$ cat config.mk
export PLATFORM = sky130hd
export DESIGN_NAME = i2c_slave_regfile
export DESIGN_NICKNAME = d
export VERILOG_FILES = /design/src/rtl/i2c_slave_regfile.sv
export SDC_FILE = /design/constraint.sdc
export NUM_CORES = 1
export LEC_CHECK = 0
export CAP_MARGIN = 10
export CORE_MARGIN = 2
export CORE_UTILIZATION = 62
export DETAILED_ROUTE_END_ITERATION = 6
export PLACE_DENSITY = 0.85
export SYNTH_ARGS = -nofsm -noshare
export SYNTH_HDL_FRONTEND = slang
export SYNTH_SLANG_ARGS = --single-unit
$ cat constraint.sdc
create_clock -name clk -period 4 [get_ports clk]
set_input_delay 0.8 -clock clk [delete_from_list [all_inputs] [get_ports clk]]
set_output_delay 0.8 -clock clk [all_outputs]
set_load 0.01 [all_outputs]
$ cat src/rtl/i2c_slave_regfile.sv
// I2C target bridging bus transfers onto a byte-wide register file strobe interface.
// The pointer is set by the first written byte and auto-increments with wrap-around.
module i2c_slave_regfile #(
    parameter logic [6:0] SLAVE_ADDR = 7'h42,
    parameter int         NUM_REGS   = 16,
    parameter int         PTR_W      = 8,
    parameter int         FILTER_LEN = 3
) (
    input  logic             clk,
    input  logic             rst_n,
    input  logic             scl_in,
    input  logic             sda_in,
    output logic             sda_oe,
    output logic [PTR_W-1:0] reg_addr,
    output logic [7:0]       reg_wdata,
    output logic             reg_wr_en,
    output logic             reg_rd_en,
    input  logic [7:0]       reg_rdata,
    output logic             selected,
    output logic             stop_det
);

    typedef enum logic [3:0] {
        ST_IDLE, ST_ADDR, ST_ADDR_ACK, ST_PTR, ST_PTR_ACK,
        ST_WR_DATA, ST_WR_ACK, ST_RD_DATA, ST_RD_ACK, ST_IGNORE
    } state_t;

    state_t           r_state, w_next;
    logic [1:0]       w_pin;
    logic [1:0]       r_meta, r_sync, r_filt, r_filt_d;
    logic [3:0]       r_fcnt [2];
    logic             w_scl_rise, w_scl_fall, w_start, w_stop, w_last;
    logic             w_addr_hit, w_ptr_ok;
    logic [7:0]       w_byte;
    logic [6:0]       r_rx;
    logic [2:0]       r_bit;
    logic [7:0]       r_tx;
    logic [PTR_W-1:0] r_ptr, w_ptr_inc;
    logic             r_rw, r_ack_on, r_rd_pend, r_drv_pend;

    // Index 0 carries SCL, index 1 carries SDA through synchroniser and filter
    assign w_pin = {sda_in, scl_in};

    always_ff @(posedge clk or negedge rst_n) begin
        if (!rst_n) begin
            r_meta    <= 2'b11;
            r_sync    <= 2'b11;
            r_filt    <= 2'b11;
            r_filt_d  <= 2'b11;
            r_fcnt[0] <= '0;
            r_fcnt[1] <= '0;
        end else begin
            r_meta   <= w_pin;
            r_sync   <= r_meta;
            r_filt_d <= r_filt;
            for (int i = 0; i < 2; i++) begin
                if (r_sync[i] == r_filt[i]) begin
                    r_fcnt[i] <= '0;
                end else if (r_fcnt[i] == 4'(FILTER_LEN - 1)) begin
                    r_filt[i] <= r_sync[i];
                    r_fcnt[i] <= '0;
                end else begin
                    r_fcnt[i] <= r_fcnt[i] + 4'd1;
                end
            end
        end
    end

    assign w_scl_rise = r_filt[0] & ~r_filt_d[0];
    assign w_scl_fall = ~r_filt[0] & r_filt_d[0];
    assign w_start    = r_filt[0] & r_filt_d[0] & r_filt_d[1] & ~r_filt[1];
    assign w_stop     = r_filt[0] & r_filt_d[0] & ~r_filt_d[1] & r_filt[1];
    assign w_byte     = {r_rx, r_filt[1]};
    assign w_last     = w_scl_rise && (r_bit == 3'd7);
    assign w_addr_hit = (w_byte[7:1] == SLAVE_ADDR);
    assign w_ptr_ok   = ({1'b0, w_byte} < 9'(NUM_REGS));
    assign w_ptr_inc  = (r_ptr == PTR_W'(NUM_REGS - 1)) ? '0 : r_ptr + PTR_W'(1);

    always_ff @(posedge clk or negedge rst_n) begin
        if (!rst_n) r_state <= ST_IDLE;
        else        r_state <= w_next;
    end

    // ACK states span two falling edges: the first drives the ACK bit, the second ends it
    always_comb begin
        w_next = r_state;
        if (w_start) begin
            w_next = ST_ADDR;
        end else if (w_stop) begin
            w_next = ST_IDLE;
        end else begin
            case (r_state)
                ST_ADDR:     if (w_last) w_next = w_addr_hit ? ST_ADDR_ACK : ST_IGNORE;
                ST_ADDR_ACK: if (w_scl_fall && r_ack_on) w_next = r_rw ? ST_RD_DATA : ST_PTR;
                ST_PTR:      if (w_last) w_next = w_ptr_ok ? ST_PTR_ACK : ST_IGNORE;
                ST_PTR_ACK:  if (w_scl_fall && r_ack_on) w_next = ST_WR_DATA;
                ST_WR_DATA:  if (w_last) w_next = ST_WR_ACK;
                ST_WR_ACK:   if (w_scl_fall && r_ack_on) w_next = ST_WR_DATA;
                ST_RD_DATA:  if (w_last) w_next = ST_RD_ACK;
                ST_RD_ACK: begin
                    if (w_scl_rise && r_ack_on && r_filt[1]) w_next = ST_IGNORE;
                    else if (w_scl_fall && r_ack_on)         w_next = ST_RD_DATA;
                end
                default: ;
            endcase
        end
    end

    always_ff @(posedge clk or negedge rst_n) begin
        if (!rst_n) begin
            sda_oe     <= 1'b0;
            reg_addr   <= '0;
            reg_wdata  <= '0;
            reg_wr_en  <= 1'b0;
            reg_rd_en  <= 1'b0;
            selected   <= 1'b0;
            stop_det   <= 1'b0;
            r_rx       <= '0;
            r_bit      <= '0;
            r_tx       <= '0;
            r_ptr      <= '0;
            r_rw       <= 1'b0;
            r_ack_on   <= 1'b0;
            r_rd_pend  <= 1'b0;
            r_drv_pend <= 1'b0;
        end else begin
            reg_wr_en <= 1'b0;
            reg_rd_en <= 1'b0;
            stop_det  <= 1'b0;
            r_rd_pend <= reg_rd_en;
            // Read data arrives one clk after the strobe; mid-read bytes are driven as soon as captured
            if (r_rd_pend) begin
                if (r_drv_pend) begin
                    sda_oe     <= ~reg_rdata[7];
                    r_tx       <= {reg_rdata[6:0], 1'b1};
                    r_drv_pend <= 1'b0;
                end else begin
                    r_tx <= reg_rdata;
                end
            end
            if (w_start) begin
                r_bit      <= '0;
                r_ack_on   <= 1'b0;
                r_drv_pend <= 1'b0;
                sda_oe     <= 1'b0;
            end else if (w_stop) begin
                r_bit      <= '0;
                r_ack_on   <= 1'b0;
                r_drv_pend <= 1'b0;
                sda_oe     <= 1'b0;
                selected   <= 1'b0;
                stop_det   <= 1'b1;
            end else begin
                if (w_scl_rise) begin
                    r_rx  <= w_byte[6:0];
                    r_bit <= r_bit + 3'd1;
                end
                case (r_state)
                    ST_ADDR: if (w_last) begin
                        r_rw     <= w_byte[0];
                        selected <= w_addr_hit;
                    end
                    ST_ADDR_ACK: if (w_scl_fall) begin
                        if (!r_ack_on) begin
                            sda_oe   <= 1'b1;
                            r_ack_on <= 1'b1;
                            if (r_rw) begin
                                reg_rd_en <= 1'b1;
                                reg_addr  <= r_ptr;
                                r_ptr     <= w_ptr_inc;
                            end
                        end else begin
                            r_ack_on <= 1'b0;
                            r_bit    <= '0;
                            if (r_rw) begin
                                sda_oe <= ~r_tx[7];
                                r_tx   <= {r_tx[6:0], 1'b1};
                            end else begin
                                sda_oe <= 1'b0;
                            end
                        end
                    end
                    ST_PTR: if (w_last && w_ptr_ok) r_ptr <= PTR_W'(w_byte);
                    ST_PTR_ACK, ST_WR_ACK: if (w_scl_fall) begin
                        sda_oe   <= ~r_ack_on;
                        r_ack_on <= ~r_ack_on;
                        if (r_ack_on) r_bit <= '0;
                    end
                    ST_WR_DATA: if (w_last) begin
                        reg_wr_en <= 1'b1;
                        reg_addr  <= r_ptr;
                        reg_wdata <= w_byte;
                        r_ptr     <= w_ptr_inc;
                    end
                    ST_RD_DATA: if (w_scl_fall) begin
                        sda_oe <= ~r_tx[7];
                        r_tx   <= {r_tx[6:0], 1'b1};
                    end
                    ST_RD_ACK: begin
                        if (w_scl_rise && r_ack_on && r_filt[1]) begin
                            r_ack_on <= 1'b0;
                        end else if (w_scl_fall) begin
                            if (!r_ack_on) begin
                                sda_oe   <= 1'b0;
                                r_ack_on <= 1'b1;
                            end else begin
                                r_ack_on   <= 1'b0;
                                r_bit      <= '0;
                                reg_rd_en  <= 1'b1;
                                reg_addr   <= r_ptr;
                                r_ptr      <= w_ptr_inc;
                                r_drv_pend <= 1'b1;
                            end
                        end
                    end
                    default: ;
                endcase
            end
        end
    end

endmodule

==> results.cfg, run 1 <==
[outcome]
run_status = finished clean

[synth]
synthCells = 353
post-synth-top-count-cell = dfrtp_1
syn_nets = 373
number_of_flops_mapped_to_enable_cells_by_yosys = 0
synthTopCellsByCount = 63 x dfrtp_1, 42 x nand2_1, 42 x nor2_1, 26 x a21oi_1, 25 x mux2_2
synthTopCellsByArea = dfrtp_1 44%, mux2_2 7.9%, dfstp_2 5.9%
synth.lib_cells_used.distinct = 56
yosysWarnings = 0
synth.yosys.seq_area_share_pct = 49.9
synth-seq-cells = 71
post_synth.cell_area_avg_sq_um = 10.1
fraction_of_registers_with_async_set_reset_pct = 100
synth_area_sq_mm = 0.00358
synth_area_leader_cell = dfrtp_1
synth_top_area_share_pct = 44.0
synth_flop_cell = dfrtp_1

[critical_path]
cell_family_with_most_cp_delay = simple AND/OR/NAND/NOR gates
worstPathRequired_ns = 4.29
worst_ep_arrival_ns = 2.83
cpMostUsedCell = nand2_1
cp-end-kind = flip-flop
critical-path-max-stage-delay_ns = 0.87
maximum_fanout_count_along_the_critical_path = 13
crit_start_category = flip-flop
crit_path_cell_trace = nor2b_1 > nand3_1 > clkinv_1 > nand2_1 > nand2_1
slowest_stage = nor2b_1
timing.setup.critical_path_class = reg2reg
worstPathBufferInverterCount = 1

[clock_tree]
cts_tree = done
cts_hold_buf = 0
clock_sinks = 71
tritoncts.num_buffers = 9
cts-htree-levels = 3
setup_buffers_after_cts = 0
buffer_levels_on_the_longest_clock_path = 2
clkTransAtPathRegs_ns = 0.07
worstSkewPairLatency_ns = 0.35
clock-root-buffer = clkbuf_8
cts_resized = 0

[global_route]
grt.busiest_layer = met2
global_route.usage.met3_pct = 6.33
grt_util_met1_pct = 33.4
grt.overflow.total = 0
grt_usage_pct = 24.8
grt_pass1_wl_microns = 12000
antenna_found_initial = 0
grt_pass1_vias = 2621
grt_start_max_net_pins = 48
met2_usage_pct = 37.7

[die]
top_level_ports = 33
chipHeight_microns = 80.0
core_sq_mm = 0.00554
placementRows = 27
die_w_microns = 80.0
design.die.area_sq_mm = 0.00640
floorplan.initialDensity_pct = 64.7

[timing]
fin_tns_setup_ns = 0
max_slew_margin_pct = 28.0
setup_viol = 0
rsz0062_at_grt = false
final_min_period_over_clock_period_pct = 63.4
final_clock_skew_ns = 0.00881
final_critical_path_setup_slack_ns = 1.46
worst_slew_pin_slew_ns = 1.08
clock.fmax_mhz = 394
final_hold_viol_count = 0
min_period_ns = 2.54
timing_max_transition_violations_final = 0

[route]
drt-initial-drc-count = 299
finalWirelength_microns = 7160
ant_nets = 0
pre_antenna_drt_iters = 4
detail_route.drc_violations = 0
detail_route.vias_per_cell = 5.86
dr_total_vias = 2676
routedWlPerCell_microns = 15.7

[power]
power.leakage_uw = 0.00180
finalPower_uw = 2720
pwr-share-seq_pct = 45.5
power.net_switching_uw = 1050
p_per_area_mw_per_mm2 = 665
p_clk_share_pct = 18.2
worst_supply_voltage_drop_on_vdd_v = 0.000441
power.share.combinational_pct = 36.3
netSwitchingFraction_pct = 38.5
p_int_uw = 1670

[placement]
placement.setup.worst_slack_ns = 1.50
finalWeightedCongestion = 0.985
placement.io_buffers = 32
placed_cells_incl_taps = 441
post-dp-hpwl_microns = 4990

[job]
maxCapViolCount = 0

[cells_and_area]
post_layout_nonfiller_instances = 457
drive_above_1_share_pct = 16.1
area.growth.synth_to_final_pct = 14.4
final_nets = 400
antenna-diode-count = 0

[worst_hold_path]
min-delay-path-class = reg2reg
## stage by stage
stage,instance area (sq um),utilization (%),hold WS (ns)
after floorplan,3580,-,0.345
after global placement,3920,70.8,0.346
after detailed placement,3920,70.8,0.348
after CTS,4100,74.0,0.359
after global routing,4100,74.0,0.360
final,4100,74.0,0.358
## state kept, by name, summed over array words and instances, names as in the netlist
register,cells
r_tx,8
reg_wdata,8
r_bit,3
r_fcnt,8
stop_det,1
r_rw,1
r_ptr,8
reg_rd_en,1
r_ack_on,1
sda_oe,1
r_sync,2
r_meta,2
reg_addr,8
reg_wr_en,1
r_filt_d,2
r_rx,7
r_filt,2
r_drv_pend,1
r_rd_pend,1
r_state,4
selected,1
## power by group through the flow
| stage | Clock (uW) | Sequential (uW) | Combinational, uW |
|---|---|---|---|
| 3_5_place_dp | 0 | 1240 | 980 |
| 3_3_place_gp | 0 | 1220 | 943 |
| 2_1_floorplan | 0 | 1080 | 859 |
| 6_report | 496 | 1240 | 989 |
| 4_1_cts | 508 | 1230 | 986 |
| 5_1_grt | 541 | 1280 | 1100 |
## layout make-up
cell class              instances  area (sq um)
clock inverters                 5          33.8
fillers                       420          1440
well taps                      72          90.1
multi-input cells             255          1680
flip-flops and latches         71          1790
inverters                       9          33.8
clock buffers                  11           141
repair buffers                 34           330
## metal layers
layer | vias up | share of wire [%]
li1 | 1296 | -
met1 | 1281 | 47
met2 | 80 | 46
met3 | 19 | 4.9
met4 | 0 | 2.4
met5 | - | 0
## logic make-up after synthesis
kind of cell | count (synthesis) | share of synthesized area [%]
compound gates | 66 | 11.4
xor+xnor | 12 | 2.93
fa+ha+maj | 8 | 2.79
buf+inv | 27 | 3.18
flops | 71 | 49.9
mux | 40 | 12.6
simple gates | 129 | 17.2
## layout by cell type (no fill, tap or decap), types with 2 or more instances in the layout
master	synthesis	final
clkinv_2	0	2
nor2_1	42	42
clkdlybuf4s50_1	0	31
inv_1	8	8
nand4_1	2	2
mux2i_1	11	11
xnor2_1	7	7
o31ai_1	3	3
o221ai_1	3	3
a21oi_1	26	26
ha_1	8	8
nor3_1	8	8
o21bai_1	2	2
nand3b_1	2	2
nand2b_1	2	2
and3_1	2	2
o211ai_1	2	2
o21ai_0	13	13
nand2_1	42	42
mux2_2	25	25
mux2_4	4	4
nand3_1	9	9
nor2b_1	4	4
dfstp_2	8	8
clkinvlp_4	0	2
nand4b_1	2	2
dfrtp_1	63	63
xor2_1	5	5
clkbuf_8	0	10
buf_4	0	2
nor4bb_1	3	3
a31oi_1	4	4
## path summary, 6_finish.rpt
kind,end,from,cells after the start,slack (ns)
min,r_sync[1]$_DFF_PN1_,r_meta[1]$_DFF_PN1_,0,0.36
max in group asynchronous,reg_wdata[0]$_DFFE_PN0P_,rst_n,2,2.61
max reg2reg,reg_wdata[5]$_DFFE_PN0P_,r_filt[0]$_DFFE_PN1P_,5,1.46
min in group asynchronous,r_state[3]$_DFFE_PN0P_,rst_n,1,0.43
min reg2reg,r_sync[1]$_DFF_PN1_,r_meta[1]$_DFF_PN1_,0,0.36
max,reg_wdata[5]$_DFFE_PN0P_,r_filt[0]$_DFFE_PN1P_,5,1.46
Note: power is estimated with default switching activity, not from simulation.
==> inputs of run 2 (changes only) <==
- CORE_UTILIZATION: 62 -> 52
- PLACE_DENSITY: 0.85 -> 0.76
- clock period: 4 -> 2.2 ns (I/O delays scaled with it)
==> results.cfg, run 2 (same netlist as run 1, synthesis figures left out) <==
[global_route]
antenna_found_initial = 0
grt_pass1_vias = 2719
grt_start_max_net_pins = 72
grt_usage_pct = 21.4
grt_pass1_wl_microns = 12600
grt.overflow.total = 0

[job]
maxCapViolCount = 0

[timing]
clock.fmax_mhz = 479
final_min_period_over_clock_period_pct = 95.0
worst_slew_pin_slew_ns = 0.684
max_slew_margin_pct = 54.1
min_period_ns = 2.09
fin_tns_setup_ns = 0
timing_max_transition_violations_final = 0
final_clock_skew_ns = 0.0132
setup_viol = 0
rsz0062_at_grt = false
final_critical_path_setup_slack_ns = 0.111
final_hold_viol_count = 0

[die]
top_level_ports = 33
chipHeight_microns = 87
design.die.area_sq_mm = 0.00757
core_sq_mm = 0.00672
floorplan.initialDensity_pct = 53.3
placementRows = 30
die_w_microns = 87

[critical_path]
crit_start_category = flip-flop
worstPathBufferInverterCount = 1
cell_family_with_most_cp_delay = flip-flops
crit_path_cell_trace = nand2b_4 > inv_1 > o221ai_1 > a221o_1 > or2_4 > mux2_4
maximum_fanout_count_along_the_critical_path = 8
timing.setup.critical_path_class = reg2reg
worst_ep_arrival_ns = 2.32
worstPathRequired_ns = 2.43
cp-end-kind = flip-flop
slowest_stage = dfstp_2
critical-path-max-stage-delay_ns = 0.59

[cells_and_area]
postLayoutCellArea_sq_mm = 0.00436
highest_count_cells_in_the_layout_ignoring_fill_and_taps = 62 x dfrtp_1, 42 x nand2_1, 42 x nor2_1
area.growth.synth_to_final_pct = 21.6
ff_latch_area_sq_mm = 0.00179
drive_above_1_share_pct = 21.6
final_nets = 422
post_layout_nonfiller_instances = 487
layout_commonest_cell = dfrtp_1
multiInputGateArea_sq_mm = 0.00169
fill_cells = 552
antenna-diode-count = 0

[route]
ant_nets = 0
drt-initial-drc-count = 264
dr_total_vias = 2798
finalWirelength_microns = 7450
routedWlPerCell_microns = 15.3
detail_route.drc_violations = 0
pre_antenna_drt_iters = 4
detail_route.vias_per_cell = 5.75

[placement]
placement.setup.worst_slack_ns = -0.000649
placement.io_buffers = 32
post-dp-hpwl_microns = 5210
placed_cells_incl_taps = 471
placement.cell_area_sq_mm = 0.00412
finalWeightedCongestion = 0.975

[clock_tree]
cts_hold_buf = 0
tritoncts.num_buffers = 9
clock-root-buffer = clkbuf_8
cts_tree = done
buffer_levels_on_the_longest_clock_path = 2
clkTransAtPathRegs_ns = 0.07
cts-htree-levels = 3
clock_sinks = 71
worstSkewPairLatency_ns = 0.36

[power]
p_per_area_mw_per_mm2 = 1260
power.leakage_uw = 0.00194
worst_supply_voltage_drop_on_vdd_v = 0.000594

[worst_hold_path]
min-delay-path-class = in2async

[outcome]
run_status = finished clean
## run 2: worst reg2reg max path, stage by stage, from the launching register on
cell      delay, ns
dfstp_2        0.59
nand2b_4       0.08
inv_1          0.14
o221ai_1       0.18
a221o_1        0.37
or2_4          0.32
mux2_4         0.31
## run 2: cell type report
class	instances	share of cell area, %
Sequential cell	71	41.1
Clock buffer	9	2.84
Multi-Input combinational cell	255	38.8
Inverter	9	0.776
Timing Repair Buffer	56	12.0
Tap cell	80	2.30
Clock inverter	7	2.24
## run 2: per-stage QoR
step | power (uW) | utilization [%] | hold WS (ns)
floorplan | 3530 | - | 0.144
global placement | 4270 | 61.4 | 0.348
detailed placement | 4320 | 61.4 | 0.348
CTS | 5500 | 64.8 | 0.114
global route | 5840 | 64.8 | 0.126
finish | 5480 | 64.8 | 0.0958
## run 2: timing repair
item,4_1_cts,5_1_grt
buffers inserted,0,0
endpoints found under the setup margin,5,17
resized for setup,2,1
hold endpoints to repair,0,0
## run 2: where the power goes
group          switching (uW)  leakage, uW  total [uW]  internal [uW]
logic                    1090     0.000921        2240           1150
clock network             508     0.000105        1150            639
registers                 405     0.000913        2090           1690
## run 2: final timing paths
| check | end | slack (ns) | startpoint | cells past startpoint |
|---|---|---|---|---|
| setup / recovery | r_ptr[6]$_DFFE_PN0P_ | 0.11 | r_filt_d[0]$_DFF_PN1_ | 6 |
| hold / removal | r_tx[3]$_DFF_PN0_ | 0.1 | rst_n | 2 |
| setup reg to reg | r_ptr[6]$_DFFE_PN0P_ | 0.11 | r_filt_d[0]$_DFF_PN1_ | 6 |
| hold reg to reg | r_sync[0]$_DFF_PN1_ | 0.36 | r_meta[0]$_DFF_PN1_ | 0 |
| max in group asynchronous | r_filt[1]$_DFFE_PN1P_ | 1.76 | rst_n | 2 |
| min in group clk | r_sync[0]$_DFF_PN1_ | 0.36 | r_meta[0]$_DFF_PN1_ | 0 |
## run 2: metal layers
| layer | wire, microns | GRT usage (%) | vias up |
|---|---|---|---|
| met1 | 3570 | 30.6 | 1377 |
| met5 | 0 | 0 | - |
| met3 | 365 | 5.12 | 11 |
| met2 | 3430 | 31.9 | 69 |
| met4 | 85 | 7.24 | 0 |
| li1 | - | - | 1341 |
==> inputs of run 3 (changes only) <==
- SETUP_SLACK_MARGIN: default -> 0.4
==> results.cfg, run 3 (same netlist as run 1, synthesis figures left out) <==
[critical_path]
timing.setup.critical_path_class = reg2reg
maximum_fanout_count_along_the_critical_path = 6
cp-end-kind = flip-flop
worst_ep_arrival_ns = 2.31
worstPathRequired_ns = 2.44
crit_start_category = flip-flop

[timing]
final_clock_skew_ns = 0.00761
hold_slack_ns = 0.0990
timing_max_transition_violations_final = 0
clock.fmax_mhz = 483
worst_slew_pin_slew_ns = 0.484
final_min_period_over_clock_period_pct = 94.1
max_slew_margin_pct = 67.8
setup_viol = 0
rsz0062_at_grt = true
min_period_ns = 2.07
fin_tns_setup_ns = 0
final_hold_viol_count = 0

[die]
core_sq_mm = 0.00672
die_w_microns = 87
placementRows = 30
floorplan.initialDensity_pct = 53.3
top_level_ports = 33
chipHeight_microns = 87
design.die.area_sq_mm = 0.00757

[clock_tree]
clock-root-buffer = clkbuf_8
clkTransAtPathRegs_ns = 0.08
cts_tree = done
cts-htree-levels = 3
cts_hold_buf = 0
clock_sinks = 71
tritoncts.num_buffers = 9
worstSkewPairLatency_ns = 0.35
buffer_levels_on_the_longest_clock_path = 2

[power]
worst_supply_voltage_drop_on_vdd_v = 0.000721
p_per_area_mw_per_mm2 = 1270
power.leakage_uw = 0.00202

[route]
drt-initial-drc-count = 216
routedWlPerCell_microns = 15.8
dr_total_vias = 2847
detail_route.drc_violations = 0
ant_nets = 0
detail_route.vias_per_cell = 5.69
finalWirelength_microns = 7890
pre_antenna_drt_iters = 4

[placement]
finalWeightedCongestion = 0.954
placement.io_buffers = 32
post-dp-hpwl_microns = 5380

[job]
maxCapViolCount = 0

[worst_hold_path]
min-delay-path-class = in2async

[global_route]
grt_usage_pct = 22.7
grt_pass1_wl_microns = 13300
grt_start_max_net_pins = 72
grt_pass1_vias = 2811
antenna_found_initial = 0
grt.overflow.total = 0

[cells_and_area]
drive_above_1_share_pct = 29.0
highest_count_cells_in_the_layout_ignoring_fill_and_taps = 60 x dfrtp_1, 42 x nand2_1, 39 x nor2_1
utilization_pct = 68.9
area.growth.synth_to_final_pct = 29.2
layout_commonest_cell = dfrtp_1
final_nets = 435
antenna-diode-count = 0

[outcome]
run_status = finished clean
==> run 3: through the flow <==
| stage | instance area, sq um | setup slack, ns | power, uW | cells |
|---|---|---|---|---|
| 2_1_floorplan | 3690 | 0.119 | 3660 | 353 |
| 3_3_place_gp | 4230 | 0.0957 | 4400 | 474 |
| 3_5_place_dp | 4230 | 0.0504 | 4490 | 474 |
| 4_1_cts | 4500 | 0.178 | 5700 | 492 |
| 5_1_grt | 4630 | 0.0757 | 6280 | 500 |
| 6_report | 4630 | 0.129 | 5880 | 500 |
==> run 3: final timing paths <==
kind,start,slack [ns],cells past startpoint,end
max in group asynchronous,rst_n,1.76,2,r_filt[0]$_DFFE_PN1P_
min in group clk,r_meta[0]$_DFF_PN1_,0.36,0,r_sync[0]$_DFF_PN1_
setup / recovery,r_filt_d[0]$_DFF_PN1_,0.13,6,r_ptr[5]$_DFFE_PN0P_
setup reg to reg,r_filt_d[0]$_DFF_PN1_,0.13,6,r_ptr[5]$_DFFE_PN0P_
hold / removal,rst_n,0.1,2,r_ptr[4]$_DFFE_PN0P_
hold reg to reg,r_meta[0]$_DFF_PN1_,0.36,0,r_sync[0]$_DFF_PN1_
==> run 3: what timing repair did <==
action,in CTS,in global routing
endpoints found under the setup margin,31,32
cloned,0,0
buffers inserted,2,8
resized for setup,14,15
pin swaps,2,4
==> run 3: final cells by class <==
cell class	instances	area [sq um]
flip-flops and latches	71	1790
clock inverters	6	68.8
inverters	9	36.3
fillers	500	2090
repair buffers	69	629
clock buffers	10	138
well taps	80	100
multi-input cells	255	1870
==> run 3: worst max-delay path, stage by stage (launching register included) <==
cell and delay (ns):
dfstp_2 0.59, nand2b_4 0.09, inv_4 0.08, o221ai_1 0.15
a221o_1 0.41, or2_4 0.33, mux2_4 0.31
==> run 3: power breakdown <==
part / switching (uW) / internal [uW] / total, uW / leakage (uW)
registers: 387 / 1690 / 2080 / 0.000911
logic: 1330 / 1400 / 2730 / 0.00102
clock network: 504 / 557 / 1060 / 0.0000912
total: 2220 / 3660 / 5880 / 0.00202
==> run 3: metal layers <==
layer / GRT usage [%] / wire, microns
met2: 34.4 / 3710
met4: 9.94 / 202
met5: 0 / 0
met3: 6.35 / 384
met1: 30.6 / 3590
